## src/rtl/imm_ext_sequencer.sv

```systemverilog
// Two-stage immediate/branch-target generator for the MIPS execute path.
// Stage 1 decodes the opcode into an extension kind; stage 2 forms imm32 and br_target.
module imm_ext_sequencer #(
  parameter int unsigned CNT_W        = 16,
  parameter bit          ILLEGAL_ZERO = 1'b1
) (
  input  logic             clk,
  input  logic             rst,
  input  logic             in_valid,
  output logic             in_ready,
  input  logic [31:0]      instr,
  input  logic [31:0]      pc,
  input  logic             flush,
  output logic             out_valid,
  input  logic             out_ready,
  output logic [31:0]      imm32,
  output logic [31:0]      br_target,
  output logic             sign_ext_o,
  output logic             is_branch,
  output logic             illegal,
  output logic [CNT_W-1:0] retired
);

  typedef enum logic [1:0] {
    EXT_ZERO,
    EXT_SIGN,
    EXT_LUI,
    EXT_ILL
  } ext_kind_e;

  // Stage 1 state
  logic        v1_q, v1_d;
  ext_kind_e   kind1_q, kind1_d;
  logic        isbr1_q, isbr1_d;
  logic [15:0] imm1_q, imm1_d;
  logic [29:0] pcw1_q, pcw1_d;

  // Stage 2 state
  logic        v2_q, v2_d;
  logic [31:0] imm32_q, imm32_d;
  logic [31:0] br_q, br_d;
  logic        sext_q, sext_d;
  logic        isbr_q, isbr_d;
  logic        ill_q, ill_d;

  logic [CNT_W-1:0] ret_q, ret_d;

  logic      rdy1, rdy2;
  logic      accept, advance, retire;
  ext_kind_e kind_dec;
  logic      isbr_dec;
  logic [29:0] off30;
  logic      unused_bits;

  assign unused_bits = ^{instr[25:16], pc[1:0]};

  assign rdy2     = !v2_q || out_ready;
  assign rdy1     = !v1_q || rdy2;
  assign in_ready = rdy1;
  // flush blocks the accept but leaves in_ready as the plain pipeline ready
  assign accept   = in_valid && rdy1 && !flush;
  assign advance  = v1_q && rdy2;
  assign retire   = v2_q && out_ready;

  always_comb begin
    kind_dec = EXT_ILL;
    isbr_dec = 1'b0;
    unique case (instr[31:26])
      6'b001000, 6'b001001, 6'b001010, 6'b001011,
      6'b100011, 6'b101011:          kind_dec = EXT_SIGN;
      6'b000100, 6'b000101: begin
        kind_dec = EXT_SIGN;
        isbr_dec = 1'b1;
      end
      6'b001100, 6'b001101, 6'b001110: kind_dec = EXT_ZERO;
      6'b001111:                     kind_dec = EXT_LUI;
      default:                       kind_dec = EXT_ILL;
    endcase
  end

  always_comb begin
    v1_d    = v1_q;
    kind1_d = kind1_q;
    isbr1_d = isbr1_q;
    imm1_d  = imm1_q;
    pcw1_d  = pcw1_q;
    if (flush) begin
      v1_d = 1'b0;
    end else if (accept) begin
      v1_d    = 1'b1;
      kind1_d = kind_dec;
      isbr1_d = isbr_dec;
      imm1_d  = instr[15:0];
      pcw1_d  = pc[31:2];
    end else if (advance) begin
      v1_d = 1'b0;
    end
  end

  always_comb begin
    sext_d = (kind1_q == EXT_SIGN);
    off30  = sext_d ? {{14{imm1_q[15]}}, imm1_q} : {14'h0, imm1_q};
    unique case (kind1_q)
      EXT_SIGN: imm32_d = {{16{imm1_q[15]}}, imm1_q};
      EXT_ZERO: imm32_d = {16'h0, imm1_q};
      EXT_LUI:  imm32_d = {imm1_q, 16'h0};
      default:  imm32_d = ILLEGAL_ZERO ? '0 : {16'h0, imm1_q};
    endcase
    br_d   = {pcw1_q + 30'd1 + off30, 2'b00};
    isbr_d = isbr1_q;
    ill_d  = (kind1_q == EXT_ILL);
    v2_d   = flush ? 1'b0 : (rdy2 ? v1_q : v2_q);
    ret_d  = retire ? ret_q + CNT_W'(1) : ret_q;
  end

  always_ff @(posedge clk or posedge rst) begin
    if (rst) begin
      v1_q    <= 1'b0;
      kind1_q <= EXT_ZERO;
      isbr1_q <= 1'b0;
      imm1_q  <= '0;
      pcw1_q  <= '0;
    end else begin
      v1_q    <= v1_d;
      kind1_q <= kind1_d;
      isbr1_q <= isbr1_d;
      imm1_q  <= imm1_d;
      pcw1_q  <= pcw1_d;
    end
  end

  always_ff @(posedge clk or posedge rst) begin
    if (rst) begin
      v2_q    <= 1'b0;
      imm32_q <= '0;
      br_q    <= '0;
      sext_q  <= 1'b0;
      isbr_q  <= 1'b0;
      ill_q   <= 1'b0;
      ret_q   <= '0;
    end else begin
      v2_q  <= v2_d;
      ret_q <= ret_d;
      if (advance) begin
        imm32_q <= imm32_d;
        br_q    <= br_d;
        sext_q  <= sext_d;
        isbr_q  <= isbr_d;
        ill_q   <= ill_d;
      end
    end
  end

  assign out_valid  = v2_q;
  assign imm32      = imm32_q;
  assign br_target  = br_q;
  assign sign_ext_o = sext_q;
  assign is_branch  = isbr_q;
  assign illegal    = ill_q;
  assign retired    = ret_q;

endmodule

```

## config.mk

```make
export PLATFORM = sky130hd
export DESIGN_NAME = imm_ext_sequencer
export DESIGN_NICKNAME = d
export VERILOG_FILES = /design/src/rtl/imm_ext_sequencer.sv
export SDC_FILE = /design/constraint.sdc
export NUM_CORES = 1
export LEC_CHECK = 0
export BUFFER_PORTS_ARGS = -buffer_cell sky130_fd_sc_hd__buf_2
export CELL_PAD_IN_SITES_DETAIL_PLACEMENT = 2
export CELL_PAD_IN_SITES_GLOBAL_PLACEMENT = 2
export CORE_ASPECT_RATIO = 0.6
export CORE_UTILIZATION = 30
export DETAILED_ROUTE_END_ITERATION = 8
export MAX_ROUTING_LAYER = met4
export PLACE_DENSITY = 0.72
export SYNTH_ARGS = -nofsm -noshare
export SYNTH_HDL_FRONTEND = slang
export SYNTH_SLANG_ARGS = --single-unit
export TNS_END_PERCENT = 20
```

## constraint.sdc

```tcl
create_clock -name clk -period 4.24 [get_ports clk]
set_input_delay 0.636 -clock clk [delete_from_list [all_inputs] [get_ports clk]]
set_output_delay 0.636 -clock clk [all_outputs]
set_load 0.01 [all_outputs]
```

==> impl_results.md, run 1 <==
- Outcome: finished, final reports clean
- First-pass GRT wire length: between 30 and 40 mm
- Root Driver: clkbuf_16
- DRC Markers: 0
- RSZ-0062 raised after global routing: false
- Row count: 41
- Synth Area in Compound Gates: between 10 and 15%
- Reg2reg setup slack: between 1000 and 1500 ps
- Worst Skew: ~7.9 ps
- Number of global-route vias before repair: 5,811
- Grt ovf: 0
- Clock Pin Slew Worst Setup and Hold Paths: approximately 60 ps
- DRT Wirelength: ~22 mm
- Gpl congestion: slightly below 0.9
- Ys flop type: dfrtp_1
- Num CTS Buffers: 17
- Max Cap Viol: 0
- Setup TNS: 0 ps
- DP Area: approximately 0.0076 mm²
- Nets: ~900
- DR vias/cell: between 5 and 6
- Multiplexer share of the synthesized area: 9.838%
- Number of port buffers: 139
- Post-Synth Adder-Cell Area: under 10%
- Synth Cell Area: between 0.006 and 0.007 mm²
- Post-synth top cells: dfrtp_1 (132), nand2_1 (95), o21ai_0 (66)
- Switch Pwr: between 1.5 and 2 mW
- Clk_lat worst skew: 430 ps
- Core Util, Final: between 30% and 40%
- Final Instance Area: 0.008185 mm²
- Largest net degree at the start of global routing: 73
- Pleak: 3.883 nW
- Cell Int Power: ~3.0 mW
- Worst-margin pin slew: about 790 ps
- Number of flops mapped to enable cells by yosys: 0
- Largest family of logic cells by synthesized area: simple AND/OR/NAND/NOR gates
- Clock Sinks: 132
- Post-cts resize count: 0
- Vias after detailed routing: between 5,000 and 6,000
- Final Max Tran Viols: 0
- Post-CTS Setup Repair Bufs: 0
- Max IR drop VDD: approximately 0.00027 V
- Final Cycle Share: between 70% and 80%
- CTS max path bufs: 2
- Routed Antenna Nets: 0
- Avg Synthesized Cell Area: roughly 10 µm²
- CP arrival: between 3000 and 4000 ps
- Fmax: 0.3090 GHz
- Die width: 194.1 µm
- Termination of the worst setup path: br_target[28]$_DFFE_PP0P_
- Logic pwr share: 28.3%
- CP endpoint kind: flop
- Crit path kind: reg2reg
- Worst slew margin: between 40% and 50%
- Post-DP HPWL: ~16 mm
- P&R area growth vs syn: 23.29%
- #FFs+latches synth: roughly 130
- DIE AREA: between 0.02 and 0.025 mm²
- Sw Ratio: about a third
- Final setup fails: 0
- Core Area: approximately 0.021 mm²
- Synth Warn #: 0
- Reg power frac: 39.0%
- CP startpoint: imm1_q[0]$_DFFE_PP0P_
- Chip height: 117.2 µm
- RR Endpoint: br_target[28]$_DFFE_PP0P_
- Origin of the critical flop-to-flop path: imm1_q[0]$_DFFE_PP0P_
- Sequential area share after synthesis: between 40% and 50%
- Cell with the most instances after synthesis: dfrtp_1
- Worst Path Max Fanout: 5
- Tmin final: around 3200 ps
- Gate Count Post-Synth: roughly 660
- Synth Area in XOR/XNOR: approximately 6.3%
- Power Density: approximately 560 mW/mm²
- Synth top area share: around half
- First DRT Iteration DRCs: a little over 200
- Tightest hold margin: between 300 and 400 ps
- Synth Area in Simple Gates: about 14%
- Starting Density: a little under a third
- Synth area leaders: dfrtp_1 (50%), mux2_2 (8.5%), nand2_1 (5.4%)
- Total GRT Usage: a little over a fifth
- Critical path startpoint category: flop
- Clock power share: between 30 and 40%
- Synth async-reset ratio: between 90% and 100%
- Netlist cell types: 49
- Endpoints failing hold: 0
- Antenna cells: 0
- Initial antenna violation count: 0
- Worst R2R Path Depth: 11
- DR WL/cell: 20.63 µm
- Cts hold-fix bufs: 0
- CTS tree: yes
- IO Count: 154
- Worst endpoint required time: 4520 ps
- Layout cell share with drive strength beyond 1: 29.51%
- DR pass1 iterations: 4
- H-Tree Depth: 4
- Hold crit path type: in2async
- Synth area leader: dfrtp_1
-- metal layers --
metal / part of all wire, % / global-route usage [%] / vias up / wire length, µm
met3: 4.0 / 4.527 / 13 / 889
met5: 0 / - / - / 0
met4: 0.79 / 4.921 / 0 / 176
li1: - / - / 2539 / -
met1: 53 / 30.28 / 2764 / 11840
met2: 42 / 30.50 / 120 / 9413
-- cell type report --
cell class	instances	area [µm²]
Fill cell	2311	13160
Sequential cell	132	3303
Multi-Input combinational cell	476	3114
Timing Repair Buffer	149	770.7
Clock buffer	24	491.7
Tap cell	279	349.1
Clock inverter	8	98.84
Inverter	14	57.56
-- critical path, stage by stage (launching register included) --
cell and delay (ps):
dfrtp_1 370, inv_1 80, ha_1 270, fa_1 430, nand2b_1 200, a21oi_1 200, o21ai_1 120, a31oi_1 590
o21ai_2 300, mux2i_1 300, xnor2_1 160, o21ai_1 70
-- placed cells by master, fill, tap and decap left out, types with 4 or more instances in the layout --
master and instances:
o21ai_1 10, nand2_1 95, dfrtp_1 132, buf_2 139
mux2_2 50, xnor2_1 33, a21oi_1 36, o21ai_0 66
nand2b_1 18, nor2b_1 6, nand4_1 5, or3_1 4
o211ai_1 4, nand3_1 13, xor2_1 15, buf_4 10
clkbuf_8 4, a31oi_1 10, ha_1 17, clkbuf_16 17
nor3_1 10, nor2_1 26, and3_1 5, mux2i_1 9
inv_1 13, a21o_1 10
-- through the flow --
| stage | power (mW) | setup slack, ps | instances |
|---|---|---|---|
| finish | 4.571 | 1003 | 1082 |
| global route | 4.841 | 875.1 | 1082 |
| CTS | 4.633 | 1069 | 1082 |
| detailed placement | 3.097 | 1125 | 1050 |
| global placement | 3.014 | 1217 | 1050 |
| floorplan | 2.521 | 77.95 | 664 |
-- flip-flops by register name, indices dropped and copies added (netlist names) --
name	cells
is_branch	1
kind1_q	2
illegal	1
imm32	32
retired	16
imm1_q	16
out_valid	1
pcw1_q	30
sign_ext_o	1
br_target	30
isbr1_q	1
v1_q	1
-- power by group through the flow --
stage / registers (mW) / logic [mW] / clock network [mW]
final: 1.78 / 1.30 / 1.49
after detailed placement: 1.80 / 1.29 / 0
after global routing: 1.82 / 1.44 / 1.58
after global placement: 1.79 / 1.23 / 0
after floorplan: 1.77 / 0.748 / 0
after CTS: 1.79 / 1.31 / 1.53
-- cell families after synthesis --
kind of cell / after synthesis
muxes: 59
xor gates and xnor gates: 48
adders and majority gates: 18
AOI/OAI and AO/OA: 155
other: 1
and+or+nand+nor: 194
buffers and inverters: 56
DFF: 132
-- how the worst min path moves through the flow --
stage                                     end  cells after the start                       from  slack [ps]
finish              br_target[23]$_DFFE_PP0P_                      2                        rst         310
global route        br_target[23]$_DFFE_PP0P_                      2                        rst         350
detailed placement  br_target[25]$_DFFE_PP0P_                      2  br_target[25]$_DFFE_PP0P_         470
floorplan                 isbr1_q$_DFFE_PP0P_                      2        isbr1_q$_DFFE_PP0P_         440
global placement      retired[15]$_DFFE_PP0P_                      1    retired[15]$_DFFE_PP0P_         460
CTS                 br_target[26]$_DFFE_PP0P_                      2                        rst         360
No activity file was read; power rests on OpenSTA's default activity.
==> inputs of run 2 (changes only) <==
- ABC_AREA: default -> 1
- CORE_UTILIZATION: 30 -> 31
- PLACE_DENSITY: 0.72 -> 0.76
- clock period: 4.24 -> 3.1 ns (I/O delays scaled with it)
==> run 2 against run 1 <==
Sequential share of layout area shrank 2.7 points. Core utilization is 0.93 points higher. Worst setup slack lost 460 ps. Register-to-register slack lost 460 ps. Critical path depth fell by 6. Routed wire length rose by 19%. Global-route usage up 3.4 points. Largest cell class is now multi-input combinational cells. Largest power group unchanged. Highest routed layer unchanged.
==> impl_results.md, run 2 <==
- Outcome: finished, final reports clean
- Number of global-route vias before repair: ~7,200
- Synth async-reset ratio: 100.0%
- Critical path startpoint category: flop
- Synth area leader: dfrtp_1
- Synth Warn #: 0
- #FFs+latches synth: approximately 130
- Worst Path Max Fanout: 23
- DRT Wirelength: 26.48 mm
- Core Area: roughly 0.022 mm²
- CP arrival: between 2000 and 3000 ps
- Synth Cell Area: between 0.007 and 0.008 mm²
- Most frequent cells in the layout: nand2_1 (349), buf_2 (139), dfrtp_1 (132), inv_1 (79), nor2_1 (71)
- Root Driver: clkbuf_16
- Chip height: approximately 120 µm
- Routed Antenna Nets: 0
- Setup TNS: 0 ps
- Netlist cell types: 40
- Post-CTS Setup Repair Bufs: 0
- RSZ-0062 raised after global routing: false
- Post-synth top cells: nand2_1 (350), dfrtp_1 (132), inv_1 (81)
- DR WL/cell: approximately 19 µm
- Worst R2R Path Depth: 5
- Gate Count Post-Synth: between 900 and 1,000
- Final Cycle Share: between 80 and 90%
- Number of port buffers: 139
- Pleak: 4.611 nW
- Total GRT Usage: around a quarter
- Avg Synthesized Cell Area: about 7.7 µm²
- DRC Markers: 0
- Vias after detailed routing: just under 7,000
- Initial antenna violation count: 0
- Grt ovf: 0
- Die width: 197.9 µm
- Worst Skew: around 12 ps
- Commonest non-fill, non-tap cell in the layout: nand2_1
- CP endpoint kind: flop
- Number of flops mapped to enable cells by yosys: 0
- Max IR drop VDD: between 0.0003 and 0.0004 V
- Worst endpoint required time: 3340 ps
- First DRT Iteration DRCs: 310
- Post-DP HPWL: ~20 mm
- DR vias/cell: a little under 5
- Num CTS Buffers: 17
- CTS max path bufs: 2
- Final Max Tran Viols: 0
- Gpl congestion: around 0.91
- Worst-margin pin slew: about 1200 ps
- Starting Density: a little under a third
- Endpoints failing hold: 0
- Clock Pin Slew Worst Setup and Hold Paths: around 60 ps
- Clk_lat worst skew: ~440 ps
- Hold crit path type: in2reg
- Row count: 42
- CTS tree: yes
- Reg2reg setup slack: approximately 550 ps
- Origin of the critical flop-to-flop path: imm1_q[15]$_DFFE_PP0P_
- Power Density: a little over 700 mW/mm²
- Ys flop type: dfrtp_1
- Fillcell total: 2,662
- Sequential area share after synthesis: between 40% and 50%
- Fin worst setup slack: approximately 550 ps
- Pre-CTS setup slack: around 570 ps
- Min-delay src: flush
- Nets: around 1,200
- Final setup fails: 0
- P&R area growth vs syn: 22.91%
- Fmax: 0.3915 GHz
- First-pass GRT wire length: about 42 mm
- End of the worst hold path: v1_q$_DFFE_PP0P_
- Largest net degree at the start of global routing: 98
- Cts hold-fix bufs: 1
- Antenna cells: 0
- Worst slew margin: 21.40%
- Tmin final: roughly 2600 ps
- RR Endpoint: imm32[19]$_DFFE_PP0P_
- WHS Path Cells: 2
- Clock Sinks: around 130
- Max Cap Viol: 0
- IO Count: around 150
- Post-cts resize count: 0
- H-Tree Depth: 4
- Crit path kind: reg2reg
- DIE AREA: between 0.02 and 0.025 mm²
- Synth area leaders: dfrtp_1 (46%), nand2_1 (18%), inv_1 (4.3%)
- Synth top area share: between 40 and 50%
- Cell with the most instances after synthesis: nand2_1
- Layout cell share with drive strength beyond 1: around a fifth
- DR pass1 iterations: 4
- Max reg flops: 32
-- run 2: changes by cell type in the layout (fill, tap and decap cells not counted), moves of 18 or more --
cell      before  now
nand2_1       95  349
inv_1         13   79
mux2_2        50    0
nor2_1        26   71
nand3_1       13   46
nand2b_1      18    0
-- run 2: critical path: stages (launching register included) --
cell and delay, ps:
dfrtp_1 620, nand3_2 200, buf_4 280, inv_1 150, nor2_1 900, a21oi_1 200
-- run 2: worst max path at each step --
stage | startpoint | to | slack [ps] | depth (start not counted)
2_1_floorplan | rst | br_target[10]$_DFFE_PP0P_ | 1000 | 1
3_3_place_gp | imm1_q[15]$_DFFE_PP0P_ | imm32[19]$_DFFE_PP0P_ | 680 | 5
3_5_place_dp | imm1_q[15]$_DFFE_PP0P_ | imm32[19]$_DFFE_PP0P_ | 570 | 5
4_1_cts | imm1_q[15]$_DFFE_PP0P_ | imm32[19]$_DFFE_PP0P_ | 500 | 5
5_1_grt | imm1_q[15]$_DFFE_PP0P_ | imm32[19]$_DFFE_PP0P_ | 320 | 5
6_report | imm1_q[15]$_DFFE_PP0P_ | imm32[19]$_DFFE_PP0P_ | 550 | 5
-- run 2: layer usage --
metal	share of wire (%)	routed length, µm	vias up	track usage (%)
met5	0	0	-	-
met1	54	14200	3403	36.92
li1	-	-	3243	-
met2	41	10760	144	33.54
met4	0.61	161	0	4.942
met3	5.1	1359	8	5.509
-- run 2: cells by family (layout without fill, tap and decap cells) --
| family | Yosys count | count (layout) | share of synthesized area [%] |
|---|---|---|---|
| DFF | 132 | 132 | 46.28 |
| and+or+nand+nor | 518 | 518 | 30.38 |
| adders and majority gates | 18 | 18 | 3.260 |
| other | 1 | 2 | 0.05254 |
| AOI/OAI and AO/OA | 114 | 114 | 9.132 |
| xor gates and xnor gates | 32 | 32 | 3.926 |
| buffers and inverters | 117 | 264 | 6.976 |
-- run 2: area by class of cell --
| type | count | area (µm²) | area share, % |
|---|---|---|---|
| Clock buffer | 20 | 466.7 | 5.319 |
| Multi-Input combinational cell | 684 | 3343 | 38.11 |
| Sequential cell | 132 | 3303 | 37.65 |
| Clock inverter | 11 | 150.1 | 1.711 |
| Timing Repair Buffer | 151 | 813.3 | 9.270 |
| Inverter | 82 | 311.5 | 3.551 |
| Tap cell | 308 | 385.4 | 4.392 |
-- run 2: per-stage QoR --
stage / util [%] / total power, mW / std cells / hold slack (ps) / area [µm²]
final: 39.28 / 6.206 / 1388 / 215.7 / 8773
after global routing: 39.28 / 6.569 / 1388 / 206.8 / 8773
after CTS: 39.28 / 6.276 / 1388 / 195.6 / 8773
after detailed placement: 36.48 / 4.075 / 1356 / 355.3 / 8147
after global placement: 36.48 / 4.004 / 1356 / 350.0 / 8147
after floorplan: - / 3.323 / 933 / 442.2 / 7146
-- run 2: report_power, final --
part	switching [mW]	internal, mW	leakage [nW]	total, mW
sequential	0.278	2.04	1.64	2.32
combinational	1.14	0.601	2.67	1.74
clock	0.816	1.33	0.298	2.14
==> inputs of run 3 (changes only) <==
- clock period: 3.1 -> 2.5 ns (I/O delays scaled with it)
==> run 3 against run 2 <==
Critical path type unchanged. Worst setup slack worse by 360 ps. Flip-flop and latch count stayed put. Register-to-register slack worse by 360 ps. Clock skew is 9.7 ps higher.
==> impl_results.md, run 3 (synthesized netlist as in run 2, its figures left out) <==
- Max IR drop VDD: about 0.00050 V
- Outcome: finished, final reports clean
- Number of global-route vias before repair: approximately 7,300
- First-pass GRT wire length: around 43 mm
- Initial antenna violation count: 1
- Most frequent cells in the layout: nand2_1 (349), buf_2 (139), dfrtp_1 (132), inv_1 (79), nor2_1 (71)
- Worst Path Buf+Inv: 3
- Root Driver: clkbuf_16
- Dpl cells: around 1,400
- Pre-CTS setup slack: ~230 ps
- Post-DP HPWL: ~21 mm
- Clock Pin Slew Worst Setup and Hold Paths: ~70 ps
- Die width: between 150 and 200 µm
- Clock power share: about a third
- Largest net degree at the start of global routing: 84
- Slowest stage delay, CP: 440 ps
- Worst Skew: about 21 ps
- Max Cap Viol: 0
- Number of port buffers: roughly 140
- Clk_lat worst skew: 440 ps
- Grt ovf: 0
- Cts hold-fix bufs: 0
- Power Density: 876.9 mW/mm²
- Worst Path Max Fanout: 28
- Fillcell total: about 2,600
- IO Count: approximately 150
- Vias after detailed routing: between 6,000 and 7,000
- Non-filler instance count after layout: ~1,400
- Fin worst setup slack: roughly 190 ps
- Critical path startpoint category: flop
- Routed Antenna Nets: 0
- Final Max Tran Viols: 0
- RSZ-0062 raised after global routing: false
- Core Util, Final: around two fifths
- DRT Wirelength: between 20 and 30 mm
- CTS max path bufs: 2
- DR WL/cell: a little under 20 µm
- CP arrival: 2620 ps
- Setup TNS: 0 ps
- Tightest hold margin: 78.53 ps
- Sw Ratio: approximately 37%
- H-Tree Depth: 4
- Max reg flops: 32
- Chip height: roughly 120 µm
- Worst slew margin: a little under three fifths
- First DRT Iteration DRCs: 350
- Gpl congestion: ~0.91
- Fmax: ~0.43 GHz
- Total GRT Usage: 25.38%
- Row count: between 40 and 50
- PnR Total Power: between 7 and 8 mW
- Cell Int Power: 4.873 mW
- Reg2reg setup slack: between 150 and 200 ps
- CP endpoint kind: flop
- Commonest non-fill, non-tap cell in the layout: nand2_1
- Final Instance Area: slightly below 0.009 mm²
- DR vias/cell: approximately 4.9
- Worst-margin pin slew: ~670 ps
- CTS tree: yes
- Final setup fails: 0
- Worst endpoint required time: around 2800 ps
- Crit path kind: reg2reg
- DIE AREA: ~0.024 mm²
- Crit-path most repeated cell: nand2_1
- Top delay family on crit path: simple AND/OR/NAND/NOR gates
- Switch Pwr: between 2 and 3 mW
- Num CTS Buffers: 17
- DP Area: between 0.008 and 0.009 mm²
- Clock Sinks: 132
- CP max-delay cell: dfrtp_1
- Endpoints failing hold: 0
- DRC Markers: 0
- Reg power frac: a little under two fifths
- P&R area growth vs syn: 23.33%
- Starting Density: about a third
- Nets: about 1,200
- Final Cycle Share: a little over 90%
- Pleak: approximately 4.6 nW
- Core Area: about 0.022 mm²
- Layout cell share with drive strength beyond 1: a little over 20%
- Tmin final: ~2300 ps
- Logic pwr share: 28.7%
- Crit-path cells: inv_2, buf_4, nand4_1, nand2_1, inv_1, nand2_1, nor2_1, a21oi_1, nand4_1, nand3_1, nand2_1
- Hold crit path type: in2async
- DR pass1 iterations: 5
-- run 3: final timing paths --
path                                           start                        end  depth (start not counted)
min                                              rst       imm32[6]$_DFFE_PP0P_                          3
min reg2reg                br_target[21]$_DFFE_PP0P_  br_target[21]$_DFFE_PP0P_                          2
max reg2reg                   kind1_q[1]$_DFFE_PP0P_  br_target[31]$_DFFE_PP0P_                         11
min in group clk                               flush           v1_q$_DFFE_PP0P_                          2
max                           kind1_q[1]$_DFFE_PP0P_  br_target[31]$_DFFE_PP0P_                         11
max in group asynchronous                        rst  br_target[23]$_DFFE_PP0P_                          3
-- run 3: power by group through the flow --
stage               sequential [mW]  combinational (mW)  clock [mW]
finish                         2.87                2.21        2.64
global route                   2.91                2.47        2.78
CTS                            2.87                2.23        2.68
detailed placement             2.89                2.20           0
global placement               2.87                2.11           0
floorplan                      2.94                1.18           0
-- run 3: routing by layer --
metal	vias to the layer above	wire length [µm]	share of wire, %	GRT usage, %
met2	133	11150	41	34.84
met1	3458	14640	53	37.72
met3	13	1384	5.1	6.071
met5	-	0	0	-
li1	3253	-	-	-
met4	0	218	0.80	4.700
-- run 3: final cells by class --
class	count	area, µm²	area share (%)
Timing Repair Buffer	156	852.1	9.679
Inverter	82	311.5	3.539
Clock buffer	18	429.2	4.875
Multi-Input combinational cell	684	3343	37.98
Antenna cell	1	2.502	0.02843
Clock inverter	14	176.4	2.004
Tap cell	308	385.4	4.377
Sequential cell	132	3303	37.52
-- run 3: tightest hold or removal path, delay by kind of cell --
| family | cells | cell delay, ps |
|---|---|---|
| buffers and inverters | 3 | 560 |
-- run 3: timing repair --
action	CTS	global route
endpoints found under the hold margin	0	0
resized for setup	0	1
setup buffers	0	0
setup endpoints to repair	0	1
